$ cat src/rtl/unidade_controle_jogada.sv
// unidade_controle_jogada: Moore sequencer for one round of the sequence-memory game.
// Define UNIDADE_CONTROLE_JOGADA_TIMEOUT_EN to enable the per-play timeout and FIM_TIMEOUT.
module unidade_controle_jogada #(
   parameter int TIMEOUT_CICLOS = 3000,
   parameter int ESTADO_W       = 4
) (
   input  logic                clock,
   input  logic                reset,
   input  logic                iniciar,
   input  logic                jogada,
   input  logic                igual,
   input  logic                fimC,
   output logic                zeraC,
   output logic                contaC,
   output logic                zeraR,
   output logic                registraR,
   output logic                pronto,
   output logic                acertou,
   output logic                errou,
   output logic                timeout,
   output logic [ESTADO_W-1:0] db_estado
);
   typedef enum logic [3:0] {
      INICIAL     = 4'b0000,
      PREPARACAO  = 4'b0001,
      ESPERA      = 4'b0010,
      REGISTRA    = 4'b0100,
      COMPARACAO  = 4'b0101,
      PROXIMO     = 4'b0110,
      FIM_ACERTOU = 4'b1010,
`ifdef UNIDADE_CONTROLE_JOGADA_TIMEOUT_EN
      FIM_TIMEOUT = 4'b1101,
`endif
      FIM_ERROU   = 4'b1110
   } estado_t;
   estado_t estado, nxt;
   logic jogada_ant, press, expira, fim_to;
   assign press = jogada & ~jogada_ant;
   if (TIMEOUT_CICLOS < 2) begin : g_cfg
      $error("TIMEOUT_CICLOS must be at least 2");
   end
`ifdef UNIDADE_CONTROLE_JOGADA_TIMEOUT_EN
   localparam int TW = $clog2(TIMEOUT_CICLOS);
   logic [TW-1:0] timer;
   // timer restarts on every visit to ESPERA so each play gets a full window
   always_ff @(posedge clock) begin
      if (reset || estado != ESPERA) timer <= '0;
      else if (timer != '1) timer <= timer + 1'b1;
   end
   assign expira = timer == TW'(TIMEOUT_CICLOS - 1);
   assign fim_to = nxt == FIM_TIMEOUT;
`else
   assign expira = 1'b0;
   assign fim_to = 1'b0;
`endif
   always_comb begin
      nxt = INICIAL;
      case (estado)
         INICIAL:     nxt = iniciar ? PREPARACAO : INICIAL;
         PREPARACAO:  nxt = ESPERA;
`ifdef UNIDADE_CONTROLE_JOGADA_TIMEOUT_EN
         ESPERA:      nxt = press ? REGISTRA : expira ? FIM_TIMEOUT : ESPERA;
         FIM_TIMEOUT: nxt = iniciar ? PREPARACAO : FIM_TIMEOUT;
`else
         ESPERA:      nxt = press ? REGISTRA : ESPERA;
`endif
         REGISTRA:    nxt = COMPARACAO;
         COMPARACAO:  nxt = !igual ? FIM_ERROU : fimC ? FIM_ACERTOU : PROXIMO;
         PROXIMO:     nxt = ESPERA;
         FIM_ACERTOU: nxt = iniciar ? PREPARACAO : FIM_ACERTOU;
         FIM_ERROU:   nxt = iniciar ? PREPARACAO : FIM_ERROU;
         default:     nxt = INICIAL;
      endcase
   end
   // outputs are decoded from the next state so they change together with the state register
   always_ff @(posedge clock) begin
      if (reset) begin
         estado     <= INICIAL;
         jogada_ant <= 1'b0;
         zeraC      <= 1'b0;
         zeraR      <= 1'b0;
         registraR  <= 1'b0;
         contaC     <= 1'b0;
         pronto     <= 1'b0;
         acertou    <= 1'b0;
         errou      <= 1'b0;
         timeout    <= 1'b0;
         db_estado  <= '0;
      end else begin
         estado     <= nxt;
         jogada_ant <= jogada;
         zeraC      <= nxt == PREPARACAO;
         zeraR      <= nxt == PREPARACAO;
         registraR  <= nxt == REGISTRA;
         contaC     <= nxt == PROXIMO;
         pronto     <= nxt == FIM_ACERTOU || nxt == FIM_ERROU || fim_to;
         acertou    <= nxt == FIM_ACERTOU;
         errou      <= nxt == FIM_ERROU || fim_to;
         timeout    <= fim_to;
         db_estado  <= ESTADO_W'(nxt);
      end
   end
   logic unused;
   assign unused = expira;
endmodule

$ cat config.mk
export PLATFORM = sky130hd
export DESIGN_NAME = unidade_controle_jogada
export DESIGN_NICKNAME = d
export VERILOG_FILES = /design/src/rtl/unidade_controle_jogada.sv
export SDC_FILE = /design/constraint.sdc
export NUM_CORES = 1
export LEC_CHECK = 0
export ABC_AREA = 1
export CORE_ASPECT_RATIO = 1.25
export CORE_MARGIN = 10
export CORE_UTILIZATION = 30
export CTS_CLUSTER_DIAMETER = 60
export DETAILED_ROUTE_END_ITERATION = 6
export HOLD_SLACK_MARGIN = 0.02
export PLACE_DENSITY = 0.6
export RECOVER_POWER = 100
export SYNTH_ARGS = -nofsm -noshare
export SYNTH_HDL_FRONTEND = slang
export SYNTH_SLANG_ARGS = --single-unit
$ cat constraint.sdc
create_clock -name clock -period 1.4 [get_ports clock]
set_clock_uncertainty 0.2 [all_clocks]
set_input_delay 0.28 -clock clock [delete_from_list [all_inputs] [get_ports clock]]
set_output_delay 0.28 -clock clock [all_outputs]
set_load 0.03 [all_outputs]
==> impl_metrics.py <==
metrics = {
    "outcome": {
        "status": "complete, no violations",
    },
    "global_route": {
        "grt_use_total_pct": 6.196,
        "grt_pass1_vias": 440,
        "grt_max_degree": 8,
        "gr-total-overflow": 0,
        "antenna_found_initial": 0,
        "grt_pass1_wl_um": 1794,
    },
    "job": {
        "drv_cap": 0,
    },
    "yosys": {
        "synth.distinct_cells": 16,
        "synth_edf_count": 0,
        "yosys_most_used_dff": "dfxtp_1",
        "yosys-top-cells-count": "nor2_1, inv_1, dfxtp_1, nand2_1, nand3_1",
        "synth.most_common_cell": "nor2_1",
        "avgSynthCellArea_um2": 7.090,
        "yosysWarnings": 0,
        "synth_fp_nets": 75,
        "synthArstFlopShare_pct": 0,
        "yosysTopAreaCellShare_pct": 45.01,
        "synthCells": 69,
        "synthTopCellsByArea": "dfxtp_1, nor2_1, inv_1, nand2_1, nand3_1",
        "synth_area_um2": 489.2,
        "ys_ff_latch": 11,
        "synth_seq_area_share_pct": 45.01,
        "synth_top_cell_by_area": "dfxtp_1",
    },
    "route": {
        "via_per_inst": 4.252,
        "routed_wl_um": 1078,
        "ant_nets": 0,
        "firstDrtPassIters": 4,
        "first_iter_violations": 3,
        "wl_per_cell_um": 10.07,
        "drcViolationCount": 0,
        "vias": 455,
    },
    "finish": {
        "fin_nets": 96,
        "final_area_um2": 655.6,
        "diodes": 0,
        "fin_cells": 107,
        "drive_gt1_share_pct": 33.71,
        "syn_to_final_growth_pct": 34.02,
    },
    "setup_path": {
        "max_stage_delay_ps": 390,
        "criticalPathCategory": "reg2out",
        "critPathSlowestCell": "dfxtp_2",
        "crit_family": "flip-flops",
        "worstSetupEndpointType": "primary output",
        "cp-start-kind": "flip-flop",
        "crit_chain": "clkbuf_4",
        "critPathMaxFanout": 5,
        "cp.arrival_ps": 860,
        "ff2ff_path_depth": 7,
        "crit_buf_inv": 1,
        "worstPathRequired_ps": 920,
        "crit_cells": 1,
    },
    "clock_network": {
        "clk_path_buf_depth": 2,
        "cts.sinks": 11,
        "clkLatencyLatePin_ps": 260,
        "cts.clk_slew.worst_paths_ps": 60,
        "cts_max_level": 1,
        "tritoncts": "yes",
        "cts_made_buffers": 3,
        "ctsRootBufferMaster": "clkbuf_4",
        "cts_hold_repair.buffers": 0,
    },
    "placed_design": {
        "port_buffers": 16,
        "post-place-cells": 103,
        "dpl.hpwl_um": 925,
        "placed_cell_area_um2": 644.4,
        "gp_congestion": 0.8239,
    },
    "die": {
        "die_h_um": 65.15,
        "core_mm2": 0.001562,
        "dieArea_mm2": 0.003656,
        "start_util_pct": 31.33,
        "ioPinCount": 18,
        "die_w_um": 56.12,
        "rows": 16,
    },
    "sta": {
        "timing.fmax_mhz": 746.4,
        "fin_crit_sh_pct": 95.69,
        "report.final.setup_viol": 0,
        "rsz0062_at_grt": "false",
        "hold_viol_final": 0,
        "report.final.slew_viol_count": 0,
        "min_period_ps": 1340,
    },
    "pwr": {
        "power_leakage_uw": 0.0003442,
        "powerDensity_mw_per_mm2": 1000,
        "ir_drop_mv": 0.4703,
    },
    "hold_path": {
        "hp-class": "in2reg",
        "hold_path_depth": 3,
    },
}
cell usage in the layout, fill, tap and decap left out:
cell             instances
dfxtp_2                  3
nor2_1                  11
conb_1                   1
clkbuf_2                 8
dfxtp_1                  8
clkbuf_1                 2
buf_4                    3
inv_2                    2
nand3_1                  6
o21ai_0                  1
nor2_4                   1
nand3_2                  1
nor2_2                   4
clkbuf_4                 4
inv_1                   12
nand2_1                 11
nor3_2                   1
o21ai_1                  1
nand2_2                  3
a21oi_1                  1
clkdlybuf4s50_1          5
area by class of cell:
class | instances | area [um2]
fillers | 173 | 905.9
flip-flops and latches | 11 | 224.0
multi-input cells | 42 | 206.4
repair buffers | 18 | 123.9
inverters | 14 | 52.55
clock buffers | 4 | 26.28
well taps | 18 | 22.52
cell families after synthesis:
| group | share of synthesized area (%) |
|---|---|
| other | 0.7665 |
| AOI/OAI and AO/OA | 3.066 |
| and+or+nand+nor | 37.34 |
| buffers and inverters | 13.81 |
| DFF | 45.01 |
stage by stage:
stage	total power, uW	setup slack [ps]	util (%)	hold slack, ps	setup TNS, ps
floorplan	420.7	0.4460	-	149.1	0
global placement	464.2	-187.0	41.27	452.1	-1121
detailed placement	465.0	-216.6	41.27	449.1	-1194
CTS	672.4	12.49	43.11	362.9	0
global route	691.0	17.91	41.99	407.9	0
finish	655.6	60.28	41.99	383.6	0
where the power goes:
part,internal [uW],switching [uW]
logic,42.3,72.7
clock network,110,92.7
registers,325,12.5
total,478,178
per-layer routing:
| metal | up-vias | GRT usage [%] | routed length [um] |
|---|---|---|---|
| met2 | 11 | 10.14 | 551 |
| met1 | 200 | 6.278 | 445 |
| li1 | 242 | - | - |
| met4 | 0 | 6.325 | 27 |
| met5 | - | 0 | 0 |
| met3 | 2 | 1.346 | 54 |
registers in the layout (all words and copies together) (netlist names):
register and flops:
acertou 1, contaC 1, errou 1, zeraR 1, registraR 1, jogada_ant 1
pronto 1, estado 4
worst paths after layout:
| check | start | end | slack [ps] |
|---|---|---|---|
| worst max-delay path | estado[0] | db_estado[0] | 60 |
| worst min-delay path | jogada | jogada_ant | 380 |
| worst max register to register | estado[2] | contaC | 150 |
| worst min register to register | estado[1] | estado[0] | 450 |
repair_timing:
item,CTS,global route
setup buffers,0,0
setup endpoints to repair,2,5
resized for setup,2,3
hold endpoints to repair,0,0
gates cloned,0,0
(Power assumes the default switching activity.)
